`config.mk`:
```
export PLATFORM = sky130hd
export DESIGN_NAME = fall_ctrl
export DESIGN_NICKNAME = d
export VERILOG_FILES = /design/src/rtl/fall_ctrl.sv
export SDC_FILE = /design/constraint.sdc
export NUM_CORES = 1
export LEC_CHECK = 0
export ABC_CLOCK_PERIOD_IN_PS = 2170
export BUFFER_PORTS_ARGS = -buffer_cell sky130_fd_sc_hd__buf_2
export CORE_AREA = 2 2 79 43
export CTS_BUF_LIST = sky130_fd_sc_hd__clkbuf_4 sky130_fd_sc_hd__clkbuf_8
export DETAILED_ROUTE_END_ITERATION = 6
export DIE_AREA = 0 0 81 45
export HOLD_SLACK_MARGIN = 0.05
export PLACE_DENSITY_LB_ADDON = 0.08
export SLEW_MARGIN = 40
export SYNTH_ARGS = -nofsm -noshare
export SYNTH_HDL_FRONTEND = slang
export SYNTH_SLANG_ARGS = --single-unit
```
`constraint.sdc`:
```
create_clock -name clk -period 2.17 [get_ports clk]
set_input_delay 0.434 -clock clk [delete_from_list [all_inputs] [get_ports clk]]
set_output_delay 0.434 -clock clk [all_outputs]
set_load 0.05 [all_outputs]
```
`src/rtl/fall_ctrl.sv`:
```
// fall_ctrl: gravity/lock controller for the active falling piece.
// Latency: tick -> chk_req one cycle later; ack -> row update one cycle later.
// Backpressure: holds chk_req/chk_row until chk_ack; ticks arriving meanwhile are dropped.
//
// Ports:
//   clk, reset          system clock, synchronous active-high reset
//   tick                one-cycle fall-step pulse
//   spawn               new-piece request (accepted only when idle)
//   chk_req/chk_row     collision query to the playfield checker
//   chk_ack/chk_hit     checker response (ignored unless chk_req=1)
//   row, active         current piece row and in-play flag
//   lock                one-cycle pulse when the piece is committed
//   game_over           sticky spawn-collision flag
module fall_ctrl #(
  parameter int ROWS       = 20,
  parameter int ROW_W      = 5,
  parameter int SPAWN_ROW  = 0,
  parameter int LOCK_TICKS = 2
) (
  input  logic             clk,
  input  logic             reset,
  input  logic             tick,
  input  logic             spawn,
  output logic             chk_req,
  output logic [ROW_W-1:0] chk_row,
  input  logic             chk_ack,
  input  logic             chk_hit,
  output logic [ROW_W-1:0] row,
  output logic             active,
  output logic             lock,
  output logic             game_over
);

  typedef enum logic [2:0] {
    IDLE,
    SPAWN_CHK,
    FALLING,
    FALL_CHK,
    GROUNDED,
    GND_CHK,
    LOCK,
    OVER
  } state_t;

  localparam logic [ROW_W-1:0] FLOOR   = ROW_W'(ROWS - 1);
  localparam logic [ROW_W-1:0] SPAWN_R = ROW_W'(SPAWN_ROW);
  localparam logic [3:0]       LOCK_N  = 4'(LOCK_TICKS);

  state_t           state;
  logic [3:0]       ground_cnt;
  logic             at_floor;
  logic [ROW_W-1:0] row_next;
  logic [3:0]       cnt_inc;
  logic             cnt_done;
  logic             ack;

  // row_next is only consumed when the piece is above the floor, so it never
  // produces a query beyond the last legal row.
  assign at_floor = (row == FLOOR);
  assign row_next = row + ROW_W'(1);
  // Saturating grounded-step count; reaching LOCK_TICKS always leaves GROUNDED,
  // so saturation only matters as a guard against wrap.
  assign cnt_inc  = (ground_cnt == 4'hF) ? ground_cnt : ground_cnt + 4'd1;
  assign cnt_done = (cnt_inc == LOCK_N);
  // A response only counts while a query is outstanding.
  assign ack      = chk_req & chk_ack;

  always_ff @(posedge clk) begin
    if (reset) begin
      state      <= IDLE;
      row        <= '0;
      chk_row    <= '0;
      chk_req    <= 1'b0;
      active     <= 1'b0;
      lock       <= 1'b0;
      game_over  <= 1'b0;
      ground_cnt <= '0;
    end else begin
      lock <= 1'b0;
      case (state)
        IDLE: begin
          if (spawn) begin
            state   <= SPAWN_CHK;
            chk_req <= 1'b1;
            chk_row <= SPAWN_R;
          end
        end

        SPAWN_CHK: begin
          if (ack) begin
            chk_req <= 1'b0;
            if (chk_hit) begin
              state     <= OVER;
              game_over <= 1'b1;
            end else begin
              state      <= FALLING;
              row        <= SPAWN_R;
              active     <= 1'b1;
              ground_cnt <= '0;
            end
          end
        end

        FALLING: begin
          if (tick) begin
            if (at_floor) begin
              // Resting on the floor: first grounded step, nothing to ask.
              ground_cnt <= 4'd1;
              if (LOCK_N == 4'd1) begin
                state <= LOCK;
                lock  <= 1'b1;
              end else begin
                state <= GROUNDED;
              end
            end else begin
              state   <= FALL_CHK;
              chk_req <= 1'b1;
              chk_row <= row_next;
            end
          end
        end

        FALL_CHK: begin
          if (ack) begin
            chk_req <= 1'b0;
            if (!chk_hit) begin
              state <= FALLING;
              row   <= row_next;
            end else begin
              ground_cnt <= 4'd1;
              if (LOCK_N == 4'd1) begin
                state <= LOCK;
                lock  <= 1'b1;
              end else begin
                state <= GROUNDED;
              end
            end
          end
        end

        GROUNDED: begin
          if (tick) begin
            if (at_floor) begin
              ground_cnt <= cnt_inc;
              if (cnt_done) begin
                state <= LOCK;
                lock  <= 1'b1;
              end
            end else begin
              // Re-ask: a lateral move may have opened the cell below.
              state   <= GND_CHK;
              chk_req <= 1'b1;
              chk_row <= row_next;
            end
          end
        end

        GND_CHK: begin
          if (ack) begin
            chk_req <= 1'b0;
            if (!chk_hit) begin
              state      <= FALLING;
              row        <= row_next;
              ground_cnt <= '0;
            end else begin
              ground_cnt <= cnt_inc;
              if (cnt_done) begin
                state <= LOCK;
                lock  <= 1'b1;
              end else begin
                state <= GROUNDED;
              end
            end
          end
        end

        // lock is high for this single cycle; row keeps the final value.
        LOCK: begin
          state  <= IDLE;
          active <= 1'b0;
        end

        OVER: begin
          state <= OVER;
        end

        default: begin
          state <= IDLE;
        end
      endcase
    end
  end

endmodule

```
==> out/metrics.cfg <==
[layout]
area_growth_pct=16.1
seq_area_um2=423
multi_input_area_um2=707
n_fill_cell=314
drive_gt1_share_pct=20.0
antennaDiodeCount=0
num-nets-final=175
fin_util_pct=47.2

[logic_synthesis]
synth_edf_count=0
synthesis.nets=155
avgSynthCellArea_um2=8.11
ys_async_sr_fraction_pct=0
synth_area_um2=1180
yosysWarnings=0
synth_cell_types=40
yosysSeqAreaShare_pct=35.5
synthFlopType=dfxtp_1
synthCells=146
ys_seq_elements=21

[floorplan]
rows=14
die_h_um=45
core_area_um2=2910
floorplan.io_pins=20
die_w_um=81
initial_utilization_pct=40.7
die_area_um2=3650

[global_routing]
grt_use_total_pct=17.3
grt_max_degree=21
grt_pass1_vias=1031
grt_pass1_wl_mm=4.74
antenna_found_initial=0
overflow=0

[routing]
drt_iter0_drc=133
wire_per_inst_um=13.8
route.final.wire_length_mm=2.82
dr.pass1.iters=4
vias_per_cell=5.43
ant_nets=0
drc=0
via_count=1113

[critical_path]
end_kind=register
cp-startpoint=row[0]
worstPathArrival_ps=2100
cp.required_ps=2360
cp_max_fo=7
rr_worst_depth=6
reg2reg_to=ground_cnt[3]
max_stage_delay_ps=500
startpoint_type=register
slowest_stage=or4b_1
crit_path_end=ground_cnt[3]
r2r_start=row[0]
path_cells=ha_1, nand4bb_1, or4b_1, o21ai_2, a41oi_1, a211oi_2
r2r_slack_ps=270
crit_type=register to register

[clock_tree]
post_cts_resized=0
clk_pin_slew_ps=80
clock_latency_ps=270
post-cts-setup-buffers=0
postCtsHoldBufs=0
cts_sinks=21
tritoncts=built
htree_levels=1
cts_inserted_buffers=3
root_buffer=clkbuf_8
clock_path_buffers=2

[timing]
whs_ps=419
skew_ps=3.43
fmax_ghz=0.526
finalCritPeriodShare_pct=87.7
finalSetupTns_ps=0
slew_headroom_pct=73.2
rsz0062_at_grt=no
worst_pin_slew_ps=403
hold_viol_final=0
setup_violations=0
final.min_clock_period_ps=1900
drv_slew=0

[run]
maxCapViolCount=0

[placement]
io_buffer_count=19
dpl.hpwl_mm=2.04
gp_congestion=0.774

[power_and_ir_drop]
irDropWorstVdd_uv=232
leakage_nw=0.542
power_density_nw_per_um2=664

[outcome]
status=finished, final reports clean

[min_path]
min_path_type=input pin to register

Yosys cell counts, types with 2 or more instances:
library cell / number / share of area, %
a211o_1: 2 / 1.5
a21o_1: 2 / 1.3
a21oi_1: 10 / 4.2
a22oi_1: 8 / 5.1
a31oi_1: 2 / 1.1
a41oi_1: 2 / 1.5
and3_1: 4 / 2.1
buf_2: 2 / 0.85
clkbuf_1: 5 / 1.6
dfxtp_1: 21 / 36
ha_1: 3 / 3.2
inv_1: 6 / 1.9
mux2i_1: 2 / 1.7
nand2_1: 9 / 2.9
nand2b_1: 4 / 2.1
nand3_1: 8 / 3.4
nand3b_1: 2 / 1.3
nand4bb_1: 2 / 1.9
nor2_1: 18 / 5.7
nor3_1: 4 / 1.7
o211ai_1: 2 / 1.3
o21ai_0: 7 / 3.0
o221a_2: 2 / 1.9
xnor2_1: 2 / 1.5
xor2_1: 2 / 1.5
metrics by stage:
| stage | std cells | worst slack, ps | area, um^2 | power [W] |
|---|---|---|---|---|
| 6_report | 205 | 268 | 1370 | 0.000912 |
| 5_1_grt | 205 | 200 | 1370 | 0.000958 |
| 4_1_cts | 205 | 278 | 1370 | 0.000920 |
| 3_5_place_dp | 201 | 305 | 1330 | 0.000651 |
| 3_3_place_gp | 201 | 333 | 1330 | 0.000655 |
| 2_1_floorplan | 146 | 69.7 | 1190 | 0.000594 |
placed cells by master (no fill, tap or decap), types with 6 or more instances in the layout:
| master | n |
|---|---|
| inv_1 | 6 |
| a21oi_1 | 10 |
| dfxtp_1 | 19 |
| nand2_1 | 9 |
| nor2_1 | 18 |
| buf_2 | 19 |
| nand3_1 | 8 |
| o21ai_0 | 7 |
| a22oi_1 | 8 |
sequential cells by signal, indices dropped and copies added (netlist names):
signal,count
game_over,1
ground_cnt,4
chk_req,1
state,3
chk_row,5
active,1
row,5
lock,1
worst min-delay path by stage:
stage	startpoint	endpoint	slack, ps	cells past startpoint
6_report	chk_ack	chk_req	420	2
5_1_grt	chk_ack	chk_req	420	2
4_1_cts	chk_ack	chk_req	410	2
3_5_place_dp	game_over	game_over	460	2
3_3_place_gp	game_over	game_over	450	2
2_1_floorplan	ground_cnt[2]	ground_cnt[2]	540	2
power by group:
group	leakage, nW	internal [W]	switching [W]
clock network	0.0255	0.000128	0.000140
logic	0.345	0.0000795	0.000145
registers	0.171	0.000401	0.0000184
cells by family (layout without fill, tap and decap cells):
| family | after synthesis | after routing | share of synthesized area, % |
|---|---|---|---|
| AOI/OAI and AO/OA | 47 | 47 | 28.2 |
| xor gates and xnor gates | 4 | 4 | 2.96 |
| adders and majority gates | 3 | 3 | 3.17 |
| buffers and inverters | 14 | 33 | 4.76 |
| DFF | 21 | 21 | 35.5 |
| muxes | 2 | 2 | 1.69 |
| and+or+nand+nor | 55 | 55 | 23.7 |
per-layer routing:
metal / wire, um / global-route usage, % / vias up / share of wire [%]
met5: 0 / 0 / - / 0
met4: 21 / 4.07 / 0 / 0.74
met3: 149 / 5.20 / 2 / 5.3
met2: 1200 / 27.8 / 27 / 43
met1: 1450 / 23.2 / 506 / 51
li1: - / - / 578 / -
cell type report:
type | count | share of cell area, %
inverter | 6 | 1.64
multi-input combinational | 111 | 51.5
sequential | 21 | 30.8
tap | 40 | 3.64
clock buffer | 3 | 3.01
clock inverter | 1 | 0.364
timing repair buffer | 23 | 9.11
worst max-delay path: cells and delay by family (launching register included):
kind	cells	cell delay (ps)
AOI/OAI and AO/OA	3	540
and+or+nand+nor	2	660
adders and majority gates	1	260
DFF	1	380
Note: power is estimated with default switching activity, not from simulation.
